## src/rtl/alu_seq_pkg.sv

```systemverilog
// -----------------------------------------------------------------------------
// alu_pkg
// Shared definitions for the sequential ALU (alu_seq) and its iterative shifter.
//   - 8-bit opcode encodings (same encoding as the 16-bit combinational ALU)
//   - flag bit positions inside the 5-bit flags word
//   - FSM state encoding
//   - small decode helpers
// -----------------------------------------------------------------------------
package alu_pkg;

  // Opcodes
  localparam logic [7:0] OP_AND  = 8'h01;
  localparam logic [7:0] OP_OR   = 8'h02;
  localparam logic [7:0] OP_XOR  = 8'h03;
  localparam logic [7:0] OP_ADD  = 8'h05;
  localparam logic [7:0] OP_SUB  = 8'h09;
  localparam logic [7:0] OP_CMP  = 8'h0B;
  localparam logic [7:0] OP_LSH  = 8'h84;
  localparam logic [7:0] OP_ASHU = 8'h86;
  localparam logic [7:0] OP_MUL  = 8'h0E;

  // Flag bit indices within flags[4:0]
  localparam int FLAG_C = 0;
  localparam int FLAG_L = 1;
  localparam int FLAG_F = 2;
  localparam int FLAG_Z = 3;
  localparam int FLAG_N = 4;

  // Controller states
  typedef enum logic [1:0] {
    IDLE  = 2'd0,
    SHIFT = 2'd1,
    MUL   = 2'd2,
    DONE  = 2'd3
  } state_t;

  // True for the two iterative shift opcodes.
  function automatic logic is_shift_op(input logic [7:0] op);
    return (op == OP_LSH) || (op == OP_ASHU);
  endfunction

  // True when a right shift must replicate the MSB.
  function automatic logic is_arith_op(input logic [7:0] op);
    return (op == OP_ASHU);
  endfunction

endpackage : alu_pkg

```

## src/rtl/alu_iter_shift.sv

```systemverilog
// -----------------------------------------------------------------------------
// alu_iter_shift
// Iterative one-bit-per-cycle shifter used by alu_seq for LSH / ASHU.
//
// A pulse on `start` loads the operand, the saturated shift magnitude and the
// direction/arithmetic controls. On every following cycle with a nonzero
// counter the register shifts by one bit and the counter decrements. `done`
// is high during the cycle whose closing edge performs the last shift, and
// `data_next` carries the value that edge will produce, so the controller can
// capture the final result and leave its SHIFT state on the same edge.
//
// Parameters
//   WIDTH     operand width
//   CNT_W     magnitude counter width (must hold WIDTH)
// Ports
//   clk        in   rising-edge clock
//   reset_n    in   asynchronous active-low reset
//   start      in   load operand and controls (one-cycle pulse)
//   din        in   operand to shift
//   mag        in   shift magnitude, already saturated to WIDTH, nonzero
//   dir_right  in   1 = shift right, 0 = shift left
//   arith      in   right shifts replicate the MSB
//   done       out  the coming edge performs the final shift
//   data_next  out  register value after the coming edge's shift
// -----------------------------------------------------------------------------
module alu_iter_shift
  import alu_pkg::*;
#(
  parameter int WIDTH = 16,
  parameter int CNT_W = $clog2(WIDTH) + 1
) (
  input  logic             clk,
  input  logic             reset_n,
  input  logic             start,
  input  logic [WIDTH-1:0] din,
  input  logic [CNT_W-1:0] mag,
  input  logic             dir_right,
  input  logic             arith,
  output logic             done,
  output logic [WIDTH-1:0] data_next
);

  logic [WIDTH-1:0] sh_q;
  logic [CNT_W-1:0] cnt_q;
  logic             right_q;
  logic             arith_q;
  logic             fill_bit;

  // Bit shifted in at the top on a right shift.
  assign fill_bit  = arith_q & sh_q[WIDTH-1];

  assign data_next = right_q ? {fill_bit, sh_q[WIDTH-1:1]}
                             : {sh_q[WIDTH-2:0], 1'b0};

  assign done      = (cnt_q == CNT_W'(1));

  // NOTE: every register, counter included, is cleared by the asynchronous
  // reset so an operation aborted by reset leaves no residue behind.
  always_ff @(posedge clk or negedge reset_n) begin
    if (!reset_n) begin
      sh_q    <= '0;
      cnt_q   <= '0;
      right_q <= 1'b0;
      arith_q <= 1'b0;
    end else if (start) begin
      sh_q    <= din;
      cnt_q   <= mag;
      right_q <= dir_right;
      arith_q <= arith;
    end else if (cnt_q != '0) begin
      sh_q    <= data_next;
      cnt_q   <= cnt_q - CNT_W'(1);
    end
  end

endmodule : alu_iter_shift

```

## src/rtl/alu_seq.sv

```systemverilog
// -----------------------------------------------------------------------------
// alu_seq
// Handshaked, parametrised sequential ALU sitting between decode and
// register-file write-back. Same opcode encoding and flag layout as the
// 16-bit combinational ALU, with a registered result, valid/ready flow
// control, sticky flags and iterative multi-cycle shifts.
//
// Build option
//   ALU_SEQ_MUL_EN  when defined, opcode 0x0E is an unsigned shift-add
//                   multiply (WIDTH iterations). When undefined the MUL
//                   datapath is absent and 0x0E decodes as an unknown opcode.
//
// Parameters
//   WIDTH     operand/result width (>= 4)
//   CNT_W     iteration counter width
// Ports
//   clk        in   rising-edge clock
//   reset_n    in   asynchronous active-low reset
//   in_valid   in   operation request
//   in_ready   out  request accepted this cycle (state IDLE)
//   a          in   Rdest operand
//   b          in   Rsrc operand / signed shift amount
//   op         in   8-bit opcode
//   out_valid  out  result held (state DONE)
//   out_ready  in   consumer takes result
//   result     out  registered result
//   flags      out  {N, Z, F, L, C}, registered and sticky
// -----------------------------------------------------------------------------
module alu_seq
  import alu_pkg::*;
#(
  parameter int WIDTH = 16,
  parameter int CNT_W = $clog2(WIDTH) + 1
) (
  input  logic             clk,
  input  logic             reset_n,
  input  logic             in_valid,
  output logic             in_ready,
  input  logic [WIDTH-1:0] a,
  input  logic [WIDTH-1:0] b,
  input  logic [7:0]       op,
  output logic             out_valid,
  input  logic             out_ready,
  output logic [WIDTH-1:0] result,
  output logic [4:0]       flags
);

  localparam logic [WIDTH-1:0] WIDTH_V = WIDTH'(WIDTH);
  localparam int               MSB     = WIDTH - 1;

  state_t           state_q;
  logic [WIDTH-1:0] result_q;
  logic [4:0]       flags_q;

  logic             accept;
  logic [WIDTH:0]   add_full;
  logic [WIDTH:0]   sub_full;
  logic [WIDTH-1:0] sc_result;
  logic [4:0]       sc_flags;

  logic [WIDTH-1:0] b_abs;
  logic [CNT_W-1:0] shift_mag;
  logic             shift_start;
  logic             shift_done;
  logic [WIDTH-1:0] shift_next;

  assign in_ready  = (state_q == IDLE);
  assign out_valid = (state_q == DONE);
  assign result    = result_q;
  assign flags     = flags_q;
  assign accept    = in_valid && in_ready;

  // ---------------------------------------------------------------------------
  // Shift magnitude: |b| saturated at WIDTH. The most negative b negates to
  // itself, which read unsigned is 2^(WIDTH-1) and still saturates correctly.
  // ---------------------------------------------------------------------------
  assign b_abs       = b[MSB] ? (-b) : b;
  assign shift_mag   = (b_abs >= WIDTH_V) ? CNT_W'(WIDTH) : b_abs[CNT_W-1:0];
  assign shift_start = accept && is_shift_op(op) && (shift_mag != '0);

  alu_iter_shift #(
    .WIDTH (WIDTH),
    .CNT_W (CNT_W)
  ) u_shift (
    .clk       (clk),
    .reset_n   (reset_n),
    .start     (shift_start),
    .din       (a),
    .mag       (shift_mag),
    .dir_right (b[MSB]),
    .arith     (is_arith_op(op)),
    .done      (shift_done),
    .data_next (shift_next)
  );

  // ---------------------------------------------------------------------------
  // Single-cycle datapath, evaluated on the live inputs and captured on the
  // accept edge (which is also the edge entering DONE for these ops).
  // ---------------------------------------------------------------------------
  always_comb begin
    // NOTE: every always_comb output gets a default first so no path through
    // the case can leave a value unassigned and infer a latch.
    add_full  = {1'b0, a} + {1'b0, b};
    sub_full  = {1'b0, a} - {1'b0, b};
    sc_result = '0;
    sc_flags  = flags_q;
    unique case (op)
      OP_AND: sc_result = a & b;
      OP_OR:  sc_result = a | b;
      OP_XOR: sc_result = a ^ b;
      OP_ADD: begin
        sc_result        = add_full[WIDTH-1:0];
        sc_flags[FLAG_C] = add_full[WIDTH];
        sc_flags[FLAG_F] = (a[MSB] == b[MSB]) && (add_full[MSB] != a[MSB]);
      end
      OP_SUB: begin
        sc_result        = sub_full[WIDTH-1:0];
        // The zero-extended difference goes negative exactly when a < b.
        sc_flags[FLAG_C] = sub_full[WIDTH];
        sc_flags[FLAG_F] = (a[MSB] != b[MSB]) && (sub_full[MSB] != a[MSB]);
      end
      OP_CMP: begin
        sc_result        = sub_full[WIDTH-1:0];
        sc_flags[FLAG_Z] = (a == b);
        sc_flags[FLAG_L] = (a < b);
        sc_flags[FLAG_N] = ($signed(a) < $signed(b));
      end
      // Only reached with a zero magnitude: the operand passes through.
      OP_LSH, OP_ASHU: sc_result = a;
      default: sc_result = '0;
    endcase
  end

`ifdef ALU_SEQ_MUL_EN
  // ---------------------------------------------------------------------------
  // Shift-add multiplier. prod_q starts as {0, multiplier}; each iteration
  // adds the multiplicand into the upper half when the LSB is set and shifts
  // the whole (carry, product) right by one. After WIDTH steps prod_q holds
  // the full 2*WIDTH-bit product.
  // ---------------------------------------------------------------------------
  logic [2*WIDTH-1:0] prod_q;
  logic [WIDTH-1:0]   mcand_q;
  logic [CNT_W-1:0]   mul_cnt_q;
  logic [WIDTH:0]     mul_sum;
  logic [2*WIDTH-1:0] mul_next;
  logic               mul_done;

  always_comb begin
    mul_sum  = {1'b0, prod_q[2*WIDTH-1:WIDTH]} + (prod_q[0] ? {1'b0, mcand_q} : '0);
    mul_next = {mul_sum, prod_q[WIDTH-1:1]};
  end

  assign mul_done = (mul_cnt_q == CNT_W'(1));

  always_ff @(posedge clk or negedge reset_n) begin
    if (!reset_n) begin
      prod_q    <= '0;
      mcand_q   <= '0;
      mul_cnt_q <= '0;
    end else if (accept && (op == OP_MUL)) begin
      prod_q    <= {{WIDTH{1'b0}}, b};
      mcand_q   <= a;
      mul_cnt_q <= CNT_W'(WIDTH);
    end else if (state_q == MUL) begin
      prod_q    <= mul_next;
      mul_cnt_q <= mul_cnt_q - CNT_W'(1);
    end
  end
`endif

  // ---------------------------------------------------------------------------
  // Controller: state, registered result and sticky flags. Flags change only
  // on the edge entering DONE.
  // ---------------------------------------------------------------------------
  // NOTE: sequential state uses non-blocking assignments only, so every
  // register samples the pre-edge values regardless of statement order.
  always_ff @(posedge clk or negedge reset_n) begin
    if (!reset_n) begin
      state_q  <= IDLE;
      result_q <= '0;
      flags_q  <= '0;
    end else begin
      unique case (state_q)
        IDLE: begin
          if (in_valid) begin
            if (is_shift_op(op) && (shift_mag != '0)) begin
              state_q <= SHIFT;
`ifdef ALU_SEQ_MUL_EN
            end else if (op == OP_MUL) begin
              state_q <= MUL;
`endif
            end else begin
              state_q  <= DONE;
              result_q <= sc_result;
              flags_q  <= sc_flags;
            end
          end
        end
        SHIFT: begin
          if (shift_done) begin
            state_q  <= DONE;
            result_q <= shift_next;
          end
        end
`ifdef ALU_SEQ_MUL_EN
        MUL: begin
          if (mul_done) begin
            state_q          <= DONE;
            result_q         <= mul_next[WIDTH-1:0];
            flags_q[FLAG_C]  <= |mul_next[2*WIDTH-1:WIDTH];
            flags_q[FLAG_F]  <= |mul_next[2*WIDTH-1:WIDTH];
            flags_q[FLAG_Z]  <= (mul_next[WIDTH-1:0] == '0);
          end
        end
`endif
        DONE: begin
          if (out_ready) begin
            state_q <= IDLE;
          end
        end
        default: state_q <= IDLE;
      endcase
    end
  end

endmodule : alu_seq
```

## config.mk

```make
export PLATFORM = sky130hd
export DESIGN_NAME = alu_seq
export DESIGN_NICKNAME = d
export VERILOG_FILES = /design/src/rtl/alu_seq_pkg.sv /design/src/rtl/alu_iter_shift.sv /design/src/rtl/alu_seq.sv
export SDC_FILE = /design/constraint.sdc
export NUM_CORES = 1
export LEC_CHECK = 0
export ABC_AREA = 1
export BUFFER_PORTS_ARGS = -buffer_cell sky130_fd_sc_hd__buf_2
export CAP_MARGIN = 5
export CORE_MARGIN = 4
export CORE_UTILIZATION = 66
export CTS_CLUSTER_SIZE = 12
export DETAILED_ROUTE_END_ITERATION = 8
export PLACE_DENSITY_LB_ADDON = 0.25
export SYNTH_ARGS = -nofsm -noshare
export SYNTH_HDL_FRONTEND = slang
export SYNTH_SLANG_ARGS = --single-unit
```

## constraint.sdc

```tcl
create_clock -name clk -period 3.9 [get_ports clk]
set_input_delay 0.195 -clock clk [delete_from_list [all_inputs] [get_ports clk]]
set_output_delay 0.195 -clock clk [all_outputs]
set_load 0.03 [all_outputs]
```

# Word level (Yosys, flattened, before mapping)
# Index checks and enable logic that the tools add are counted.
# Widths: inputs -> output; s select.
dict set report totals {
  ff_bits 46
  latch_bits 0
  ramBits 0
  romBits 0
  input_bits 44
  elab_cells 78
  memories 0
}
dict set report op_classes {
  addsub 4
  mul 0
  div_mod_pow 0
  order_cmp 3
  n_eq_ne 20
  shift 0
  mux 19
  bitwise_logic 5
  n_reduce_logical 19
}
# op count
set op_table {}
lappend op_table {{$mux 16} 7}
lappend op_table {{$pmux 16 s6} 1}
lappend op_table {{$lt 16x16->1} 2}
lappend op_table {{$pmux 16 s2} 1}
lappend op_table {{$add 16x16->17} 1}
lappend op_table {{$sub 16x16->17} 1}
lappend op_table {{$and 16x16->16} 1}
lappend op_table {{$eq 16x16->1} 1}
lappend op_table {{$eq 8x2->1 const B} 2}
lappend op_table {{$eq 8x4->1 const B} 2}
lappend op_table {{$eq 8x8->1 const B} 2}
lappend op_table {{$ge 16x5->1 const B} 1}
lappend op_table {{$neg 16->16} 1}
lappend op_table {{$or 16x16->16} 1}
lappend op_table {{$xor 16x16->16} 1}
lappend op_table {{$mux 5} 3}
lappend op_table {{$reduce_and 4->1} 3}
lappend op_table {{$reduce_bool 5->1} 2}
lappend op_table {{$eq 8x1->1 const B} 1}
lappend op_table {{$eq 8x3->1 const B} 1}
lappend op_table {{$mux 2} 4}
lappend op_table {{$logic_and 1x1->1} 6}
lappend op_table {{$ne 2x2->1 const B} 3}
lappend op_table {{$pmux 2 s3} 1}
lappend op_table {{15 further kinds} 21}

# Depth between registers and ports, before layout
# Gate-level depths: netlist of run 1.
dict set report logic_depth {
  word_depth 9
  ltp_mapped 17
}

# Hierarchy
# A second synthesis of run 1 with hierarchy kept.
dict set report hier_totals {
  hier_cells 974
  area_unflattened_um2 5993.2
}
# module instances cells_each area_per_inst_um2 seq_area_each_um2
set modules_own_cells {}
lappend modules_own_cells {alu_seq 1 743 4418.0 575.6}
lappend modules_own_cells {alu_iter_shift 1 231 1575.3 575.6}

# Least setup slack after synthesis of run 1
# OpenSTA, ideal clock, no wires.
dict set report synth_timing {
  kind {input to register}
  start {input b[13]}
  end {register result_q[15], in the netlist result[15]}
  setup_ns 0.118
  arrival_ns 1.755
  t_required_ns 3.782
  path_slack_ns 2.027
  cell_stages 15
  path_buffers 1
  cell_sequence {inv_1 -> ha_1 -> clkbuf_1 -> inv_1 -> nor3_1 -> and2_1 -> nand2_1 -> nand2_1 -> nand2_1 -> nand3_1 -> nand3_1 -> nand2_1 -> nand2_1 -> nand3_1 -> nand2_1}
}
dict set report synth_between {
  elab_chain_cells 8
  word_cells_on_any_way 14
  cone_classes {3 x add/sub; 1 x order compare; 1 x eq/ne; 6 x mux; 3 x reduce/logical}
}
# element line_no
set synth_rtl {}
lappend synth_rtl {{start: declaration} alu_seq.sv:40} ;# input logic [WIDTH-1:0] b,
lappend synth_rtl {{$neg 16->16} alu_seq.sv:77} ;# assign b_abs = b[MSB] ? (-b) : b;
lappend synth_rtl {{$mux 16} alu_seq.sv:77}
lappend synth_rtl {{$ge 16x5->1} alu_seq.sv:78} ;# assign shift_mag = (b_abs >= WIDTH_V) ? CNT_W'(WIDTH) : b_abs[CNT_W-1:0];
lappend synth_rtl {{$mux 5} alu_seq.sv:78}
lappend synth_rtl {{$reduce_bool 5->1} alu_seq.sv:186} ;# if (is_shift_op(op) && (shift_mag != '0)) begin
lappend synth_rtl {{$logic_and 1x1->1} alu_seq.sv:186}
lappend synth_rtl {{$ne 2x2->1 (no source line)} --}
lappend synth_rtl {{$reduce_and 4->1 (no source line)} --}
lappend synth_rtl {{end signal: assignment} alu_seq.sv:194} ;# result_q <= sc_result;
lappend synth_rtl {{end signal: assignment} alu_seq.sv:202} ;# result_q <= shift_next;
lappend synth_rtl {{end: declaration} alu_seq.sv:52} ;# logic [WIDTH-1:0] result_q;
# Parallel ways exist; a longest one is shown, timed or not. The select of a mux whose other input is x is not followed.
# A chain may end at the register's enable or synchronous reset.

# Worst setup path in the final report of run 1
dict set report layout_timing {
  start {input b[1]}
  end {register u_shift.cnt_q[3]}
}
dict set report layout_between {
  elab_chain_cells 7
  word_cells_on_any_way 8
  cone_classes {1 x add/sub; 1 x order compare; 3 x mux; 3 x reduce/logical}
}
# element line_no
set layout_rtl {}
lappend layout_rtl {{$neg 16->16} alu_seq.sv:77}
lappend layout_rtl {{$mux 16 (*)} alu_seq.sv:77}
lappend layout_rtl {{$ge 16x5->1} alu_seq.sv:78}
lappend layout_rtl {{$mux 5 (*)} alu_seq.sv:78}
lappend layout_rtl {{$reduce_bool 5->1} alu_seq.sv:79} ;# assign shift_start = accept && is_shift_op(op) && (shift_mag != '0);
lappend layout_rtl {{$logic_and 1x1->1} alu_seq.sv:79}
lappend layout_rtl {{$mux 5 / $reduce_bool 2->1 (equally long branches)} --}
lappend layout_rtl {{end signal: assignment} alu_iter_shift.sv:67} ;# cnt_q <= mag;
lappend layout_rtl {{end signal: assignment} alu_iter_shift.sv:72} ;# cnt_q <= cnt_q - CNT_W'(1);
lappend layout_rtl {{end: declaration} alu_iter_shift.sv:44} ;# logic [CNT_W-1:0] cnt_q;
# Mark *: on every way between the ends. The rest lies on a longest branch, timed or not.

==> results of run 1 <==
[per-layer routing]
layer / wire, um / vias to the layer above / track usage [%]
li1: - / 3432 / -
met1: 8060 / 3188 / 53.2
met4: 866 / 0 / 13.6
met3: 3080 / 76 / 8.46
met5: 0 / - / 0
met2: 8420 / 556 / 54.2
[worst paths after layout]
kind	startpoint	end	slack (ns)
setup reg to reg	state_q[1]$_DFFE_PN0P_	u_shift.sh_q[11]$_DFFE_PN0P_	1.27
hold reg to reg	result[3]$_DFFE_PN0P_	result[3]$_DFFE_PN0P_	0.47
setup / recovery	b[1]	u_shift.cnt_q[3]$_DFFE_PN0P_	1.08
max in group asynchronous	reset_n	u_shift.sh_q[9]$_DFFE_PN0P_	3.19
hold / removal	reset_n	result[9]$_DFFE_PN0P_	0.06
min in group clk	out_ready	state_q[1]$_DFFE_PN0P_	0.15
[power breakdown]
part           leakage (nW)  switching [mW]  internal [mW]  total (mW)
Sequential            0.618          0.0947          0.610       0.705
Combinational          3.15           0.897          0.397        1.29
Clock                0.0714           0.168          0.273       0.442
[worst register-to-register path: stages, from the launching register on]
cell and delay, ns:
dfrtp_1 0.45, nor2_1 0.20, nand2_1 0.16, inv_1 0.54, nand3_1 0.79, nand2_1 0.27, nand3_1 0.10
[kinds of logic (layout without fill, tap and decap cells)]
logic type,count (synthesis),after routing,share of synthesized area [%]
DFF,46,46,19.0
AOI/OAI and AO/OA,92,92,8.47
muxes,3,3,0.559
and+or+nand+nor,652,652,46.8
adders and majority gates,54,54,11.4
buffers and inverters,190,228,12.6
xor gates and xnor gates,8,8,1.16
[layout make-up]
type	count	area [um^2]	area share, %
Multi-Input combinational cell	809	4130	63.7
Sequential cell	46	1150	17.7
Inverter	149	559	8.62
Timing Repair Buffer	71	368	5.67
Tap cell	108	135	2.08
Clock buffer	6	82.6	1.27
Clock inverter	2	60.1	0.926
[state kept, by name, summed over array words and instances (netlist names)]
| name | cells |
|---|---|
| u_shift.right_q | 1 |
| result | 16 |
| state_q | 2 |
| u_shift.cnt_q | 5 |
| u_shift.arith_q | 1 |
| u_shift.sh_q | 16 |
| flags | 5 |
[through the flow]
| stage | area [um^2] | hold WS [ns] | util [%] | worst slack [ns] | total power, mW |
|---|---|---|---|---|---|
| 2_1_floorplan | 6040 | -0.101 | - | 2.03 | 1.63 |
| 3_3_place_gp | 6350 | 0.407 | 72.1 | 0.961 | 1.95 |
| 3_5_place_dp | 6350 | 0.411 | 72.1 | 0.874 | 1.97 |
| 4_1_cts | 6490 | 0.0914 | 73.7 | 1.20 | 2.41 |
| 5_1_grt | 6490 | 0.147 | 73.7 | 0.795 | 2.61 |
| 6_report | 6490 | 0.0555 | 73.7 | 1.08 | 2.44 |
[cells in the final DEF (no fill, tap or decap), drive strengths merged]
master   count
a211oi       1
xnor2        1
buf         71
clkbuf       6
a31oi        2
nor3        12
inv        145
xor2         7
nand4       40
o211ai       2
nor2        91
fa           2
bufinv       2
dfrtp       46
o2bb2ai      1
nand3b       2
a22oi        1
nor3b        1
o21ai       28
ha          52
nand3      159
mux2         3
o22ai       12
a21o         1
clkinv       4
or2          2
o31ai        3
and2         4
a21oi       37
nand2      341
o21bai       4
==> metrics.md, run 1 <==
| Metric | Value |
|---|---|
| Crit share post-route | 72.3% |
| Top cell type by total area after synthesis | nand2_1 |
| Final hold violations | 0 |
| Most common library cells after synthesis | 338 x nand2_1, 157 x nand3_1, 143 x inv_1 |
| Asr flop ratio synth | between 90% and 100% |
| Overall die area | between 10000 and 15000 um^2 |
| Layout Cells excl Fill | roughly 1200 |
| RSZ-0062 raised after global routing | no |
| CTS Buffer Depth | 2 |
| Number of flops mapped to enable cells by yosys | 0 |
| Cell count along the critical path | 15 |
| Final net count | between 1000 and 1500 |
| Max-cap violations | 0 |
| Routed vias/inst | 6.09 |
| Total GRT Usage | between 30% and 40% |
| DRT antenna net count | 0 |
| Ports | 67 |
| Core area | just under 9000 um^2 |
| Slew @ Worst Pin | just over 1 ns |
| DRC violations left | 0 |
| Worst-case vdd ir drop | 0.000348 V |
| H-tree Lvls | 2 |
| Post-cts sizing count | 0 |
| Slowest Stage Delay on Critical Path | between 0.8 and 0.9 ns |
| Via count | slightly above 7000 |
| Vias in the first global route | roughly 6400 |
| Crit Path Class | input pin to flip-flop |
| Wirelength per Cell | about 17 um |
| GP Congestion | roughly 1.1 |
| GRT Residual Overflow | 0 |
| Tmin final | approximately 2.8 ns |
| Synth unique cells | a little over 40 |
| Post-CTS Setup Repair Bufs | 0 |
| # setup viols final | 0 |
| Critical path's slowest cell | nand3_1 |
| Synthesis warning total | 0 |
| Startpoint types | input pin |
| Max_slew headroom | between 30% and 40% |
| Port Buffers | 66 |
| Worst Path Required | slightly above 4 ns |
| Largest net degree at the start of global routing | 47 |
| Post-synthesis sequential area ratio | about a fifth |
| Post-synth top area share | approximately a fifth |
| Layout cells sized above 1 | roughly 9% |
| Syn_nets | roughly 1100 |
| Number of fill cells | about 800 |
| Initial antenna violation count | 0 |
| Avg Inst Size Synth | about 5.8 um^2 |
| Inst Count DP | approximately 1200 |
| Hold_buf cts | 0 |
| Worst R2R Path Depth | 6 |
| Clock root cell | clkbuf_8 |
| Latest clock arrival within the worst-skew pair | about 0.31 ns |
| HP Class | input pin to asynchronous set/reset pin |
| Mapped Cells | around 1000 |
| Worst-case clock skew | approximately 0.0063 ns |
| Count leader, synth | nand2_1 |
| Register bit total from synthesis | 46 |
| Leak Pwr | 3.84 nW |
| Final setup TNS | 0 ns |
| Row count | 34 |
| Status | finished, final reports clean |
| Die Span X | between 100 and 150 um |
| CTS sink count | 46 |
| Crit path DAT | ~3.1 ns |
| Worst path bufs/invs | 4 |
| Max frequency | between 300 and 400 MHz |
| Top Family by Delay on Critical Path | simple AND/OR/NAND/NOR gates |
| Crit path capture type | flip-flop |
| Critical-path cell list | buf_2 > inv_1 > ha_1 > nand2_1 > inv_2 > nand2_1 > nand2_1 > nand3_1 > nand2_1 > inv_1 > nor2_1 > nand4_2 > nand3_1 > nand3_1 > nand2_1 |
| Pins Over Slew Limit | 0 |
| First-pass GRT wire length | 32.6 mm |
| Post-Syn Area | around 6000 um^2 |
| PwrDens | 376 nW/um^2 |
| Critical Path Fanout Max | 22 |
| Layout area overhead | 7.37% |
| Synth area leaders | nand2_1 21%, dfrtp_1 19%, nand3_1 13% |
| Worst-path clk slew | roughly 0.090 ns |
| Starting Density | 68.6% |
| Initial DRC count | between 1000 and 1500 |
| CTS tree | yes |
| Top FF cell, synth | dfrtp_1 |
| Cell mode on critical path | nand2_1 |
| Number of diodes | 0 |
| Routed WL | roughly 20 mm |
| Drt first pass iters | 8 |
| Inserted Clock Buffers | 5 |
| Vert. Die Dim | about 100 um |
| DP HPWL | 15.8 mm |
No activity file was read; power rests on OpenSTA's default activity.
==> inputs of run 2 (changes only) <==
CORE_UTILIZATION = 55   (was 66)
clock period = 2.46 ns   (was 3.9 ns; I/O delays follow)
==> metrics.md, run 2 (same netlist as run 1, synthesis figures left out) <==
| Metric | Value |
|---|---|
| Status | finished, final reports clean |
| Number of fill cells | about 1100 |
| Drt first pass iters | 8 |
| Crit Path Class | input pin to flip-flop |
| Pins Over Slew Limit | 0 |
| GP Congestion | a little over 1 |
| Final hold violations | 0 |
| CTS sink count | 46 |
| Startpoint types | input pin |
| Commonest cells after routing, fill and taps aside | 338 x nand2_1, 157 x nand3_1, 143 x inv_1 |
| Routed WL | 22.8 mm |
| Worst-path clk slew | 0.10 ns |
| Power share of the clock group | roughly an eighth |
| Vias in the first global route | slightly below 7000 |
| Worst-case vdd ir drop | slightly above 0.0006 V |
| First-pass GRT wire length | approximately 36 mm |
| Initial antenna violation count | 0 |
| HP Class | input pin to flip-flop |
| Final instance area | a little under 7000 um^2 |
| Flop-to-flop setup slack | about 0.44 ns |
| Critical-path cell list | buf_2 > inv_1 > ha_1 > nor2_1 > buf_4 > nand2_1 > nand2_1 > nand2_1 > nand3_1 > a21oi_1 > xor2_1 > nand4_1 > nand2_1 |
| Row count | 38 |
| Initial DRC count | 939 |
| Wirelength per Cell | between 15 and 20 um |
| Layout Cells excl Fill | around 1300 |
| Worst flop-to-flop path startpoint | state_q[0]$_DFFE_PN0P_ |
| CTS tree | yes |
| Clock root cell | clkbuf_8 |
| Layout area overhead | 15.1% |
| HP Start | out_ready |
| Worst-case clock skew | 0.0136 ns |
| Number of diodes | 0 |
| DP Area | slightly below 7000 um^2 |
| Inst Count DP | ~1300 |
| Slowest Stage Delay on Critical Path | 0.53 ns |
| # setup viols final | 0 |
| Overall die area | around 13000 um^2 |
| Crit share post-route | 86.3% |
| Crit path DAT | ~2.4 ns |
| Vert. Die Dim | around 110 um |
| Worst Path Required | approximately 2.7 ns |
| Total GRT Usage | 35.5% |
| PwrDens | roughly 550 nW/um^2 |
| DRC violations left | 0 |
| Combinational share of power | 57.8% |
| Switch share | about half |
| Layout cells sized above 1 | between 10% and 20% |
| Crit path capture type | flip-flop |
| Max_slew headroom | between 50 and 60% |
| Psw | approximately 1.9 mW |
| Routed vias/inst | between 5 and 6 |
| Multi-input logic area | between 4000 and 5000 um^2 |
| Largest net degree at the start of global routing | 26 |
| Internal power | around 1.9 mW |
| DP HPWL | ~19 mm |
| Cell mode on critical path | nand2_1 |
| Ports | 67 |
| GRT Residual Overflow | 0 |
| Final setup TNS | 0 ns |
| Die Span X | roughly 110 um |
| RR Endpoint | result[10]$_DFFE_PN0P_ |
| DRT antenna net count | 0 |
| Hold path cells | 4 |
| CP Launch Point | b[6] |
| Leak Pwr | approximately 4.1 nW |
| CTS Buffer Depth | 2 |
| Via count | 7482 |
| Final net count | about 1200 |
| Commonest non-fill, non-tap cell in the layout | nand2_1 |
| Starting Density | between 50% and 60% |
| Critical path's slowest cell | ha_1 |
| Critical Path Fanout Max | 10 |
| Hold Slack | 0.0591 ns |
| RSZ-0062 raised after global routing | no |
| Sequential fraction of design power | 29.6% |
| Post-CTS Setup Repair Bufs | 0 |
| Min-Delay Endpoint | state_q[1]$_DFFE_PN0P_ |
| Worst R2R Path Depth | 8 |
| Storage cell area | roughly 1200 um^2 |
| H-tree Lvls | 2 |
| Max-cap violations | 0 |
| Inserted Clock Buffers | 5 |
| Max frequency | about 470 MHz |
| Core area | 10800 um^2 |
| Slew @ Worst Pin | ~0.72 ns |
| Port Buffers | 66 |
| Tmin final | approximately 2.1 ns |
| Latest clock arrival within the worst-skew pair | roughly 0.32 ns |
## run 2: changes by cell type in the layout (fill, tap and decap cells not counted), sizes merged
cell         change
buf             +59
bufinv           -2
clkbuf           -1
clkinv           +2
clkinvlp         +1
dlygate4sd3      +1
## run 2: stage by stage
| stage | utilization, % | power (mW) | worst slack (ns) |
|---|---|---|---|
| after floorplan | - | 2.59 | 0.659 |
| after global placement | 63.5 | 3.27 | 0.0707 |
| after detailed placement | 63.5 | 3.29 | 0.0907 |
| after CTS | 64.4 | 3.77 | 0.394 |
| after global routing | 64.4 | 4.12 | 0.149 |
| final | 64.4 | 3.81 | 0.337 |
## run 2: worst max-delay path by stage
stage                                   to  cells past startpoint
CTS                   flags[4]$_DFFE_PN0P_                     13
global placement    result[10]$_DFFE_PN0P_                     14
detailed placement    flags[4]$_DFFE_PN0P_                     13
finish                flags[4]$_DFFE_PN0P_                     13
floorplan           result[15]$_DFFE_PN0P_                     15
global route        result[15]$_DFFE_PN0P_                     17
## run 2: what timing repair did
action	CTS	global route
resized for setup	0	0
hold buffers	1	0
endpoints found under the hold margin	21	0
## run 2: worst max-delay path: cells and delay by family
family                     cells  cell delay, ns
and+or+nand+nor                7            0.73
xor gates and xnor gates       1            0.23
buffers and inverters          3            0.46
AOI/OAI and AO/OA              1            0.32
adders and majority gates      1            0.53
## run 2: area by class of cell
| cell class | count | share of cell area (%) |
|---|---|---|
| Inverter | 149 | 8.04 |
| Clock inverter | 3 | 0.306 |
| Multi-Input combinational cell | 809 | 59.4 |
| Tap cell | 140 | 2.52 |
| Clock buffer | 5 | 0.990 |
| Sequential cell | 46 | 16.6 |
| Timing Repair Buffer | 131 | 12.2 |
## run 2: metal layers
| metal | vias to the layer above | GRT usage, % | share of wire, % |
|---|---|---|---|
| met3 | 65 | 5.78 | 11 |
| met4 | 0 | 14.8 | 4.4 |
| met5 | - | 0 | 0 |
| met1 | 3395 | 51.0 | 41 |
| li1 | 3558 | - | - |
| met2 | 464 | 52.7 | 43 |
## run 2: power groups by stage
stage / Combinational [mW] / Clock [mW] / Sequential [mW]
after floorplan: 1.33 / 0 / 1.26
after global placement: 2.14 / 0 / 1.13
after detailed placement: 2.16 / 0 / 1.14
after CTS: 2.17 / 0.482 / 1.12
after global routing: 2.44 / 0.523 / 1.16
final: 2.20 / 0.482 / 1.13
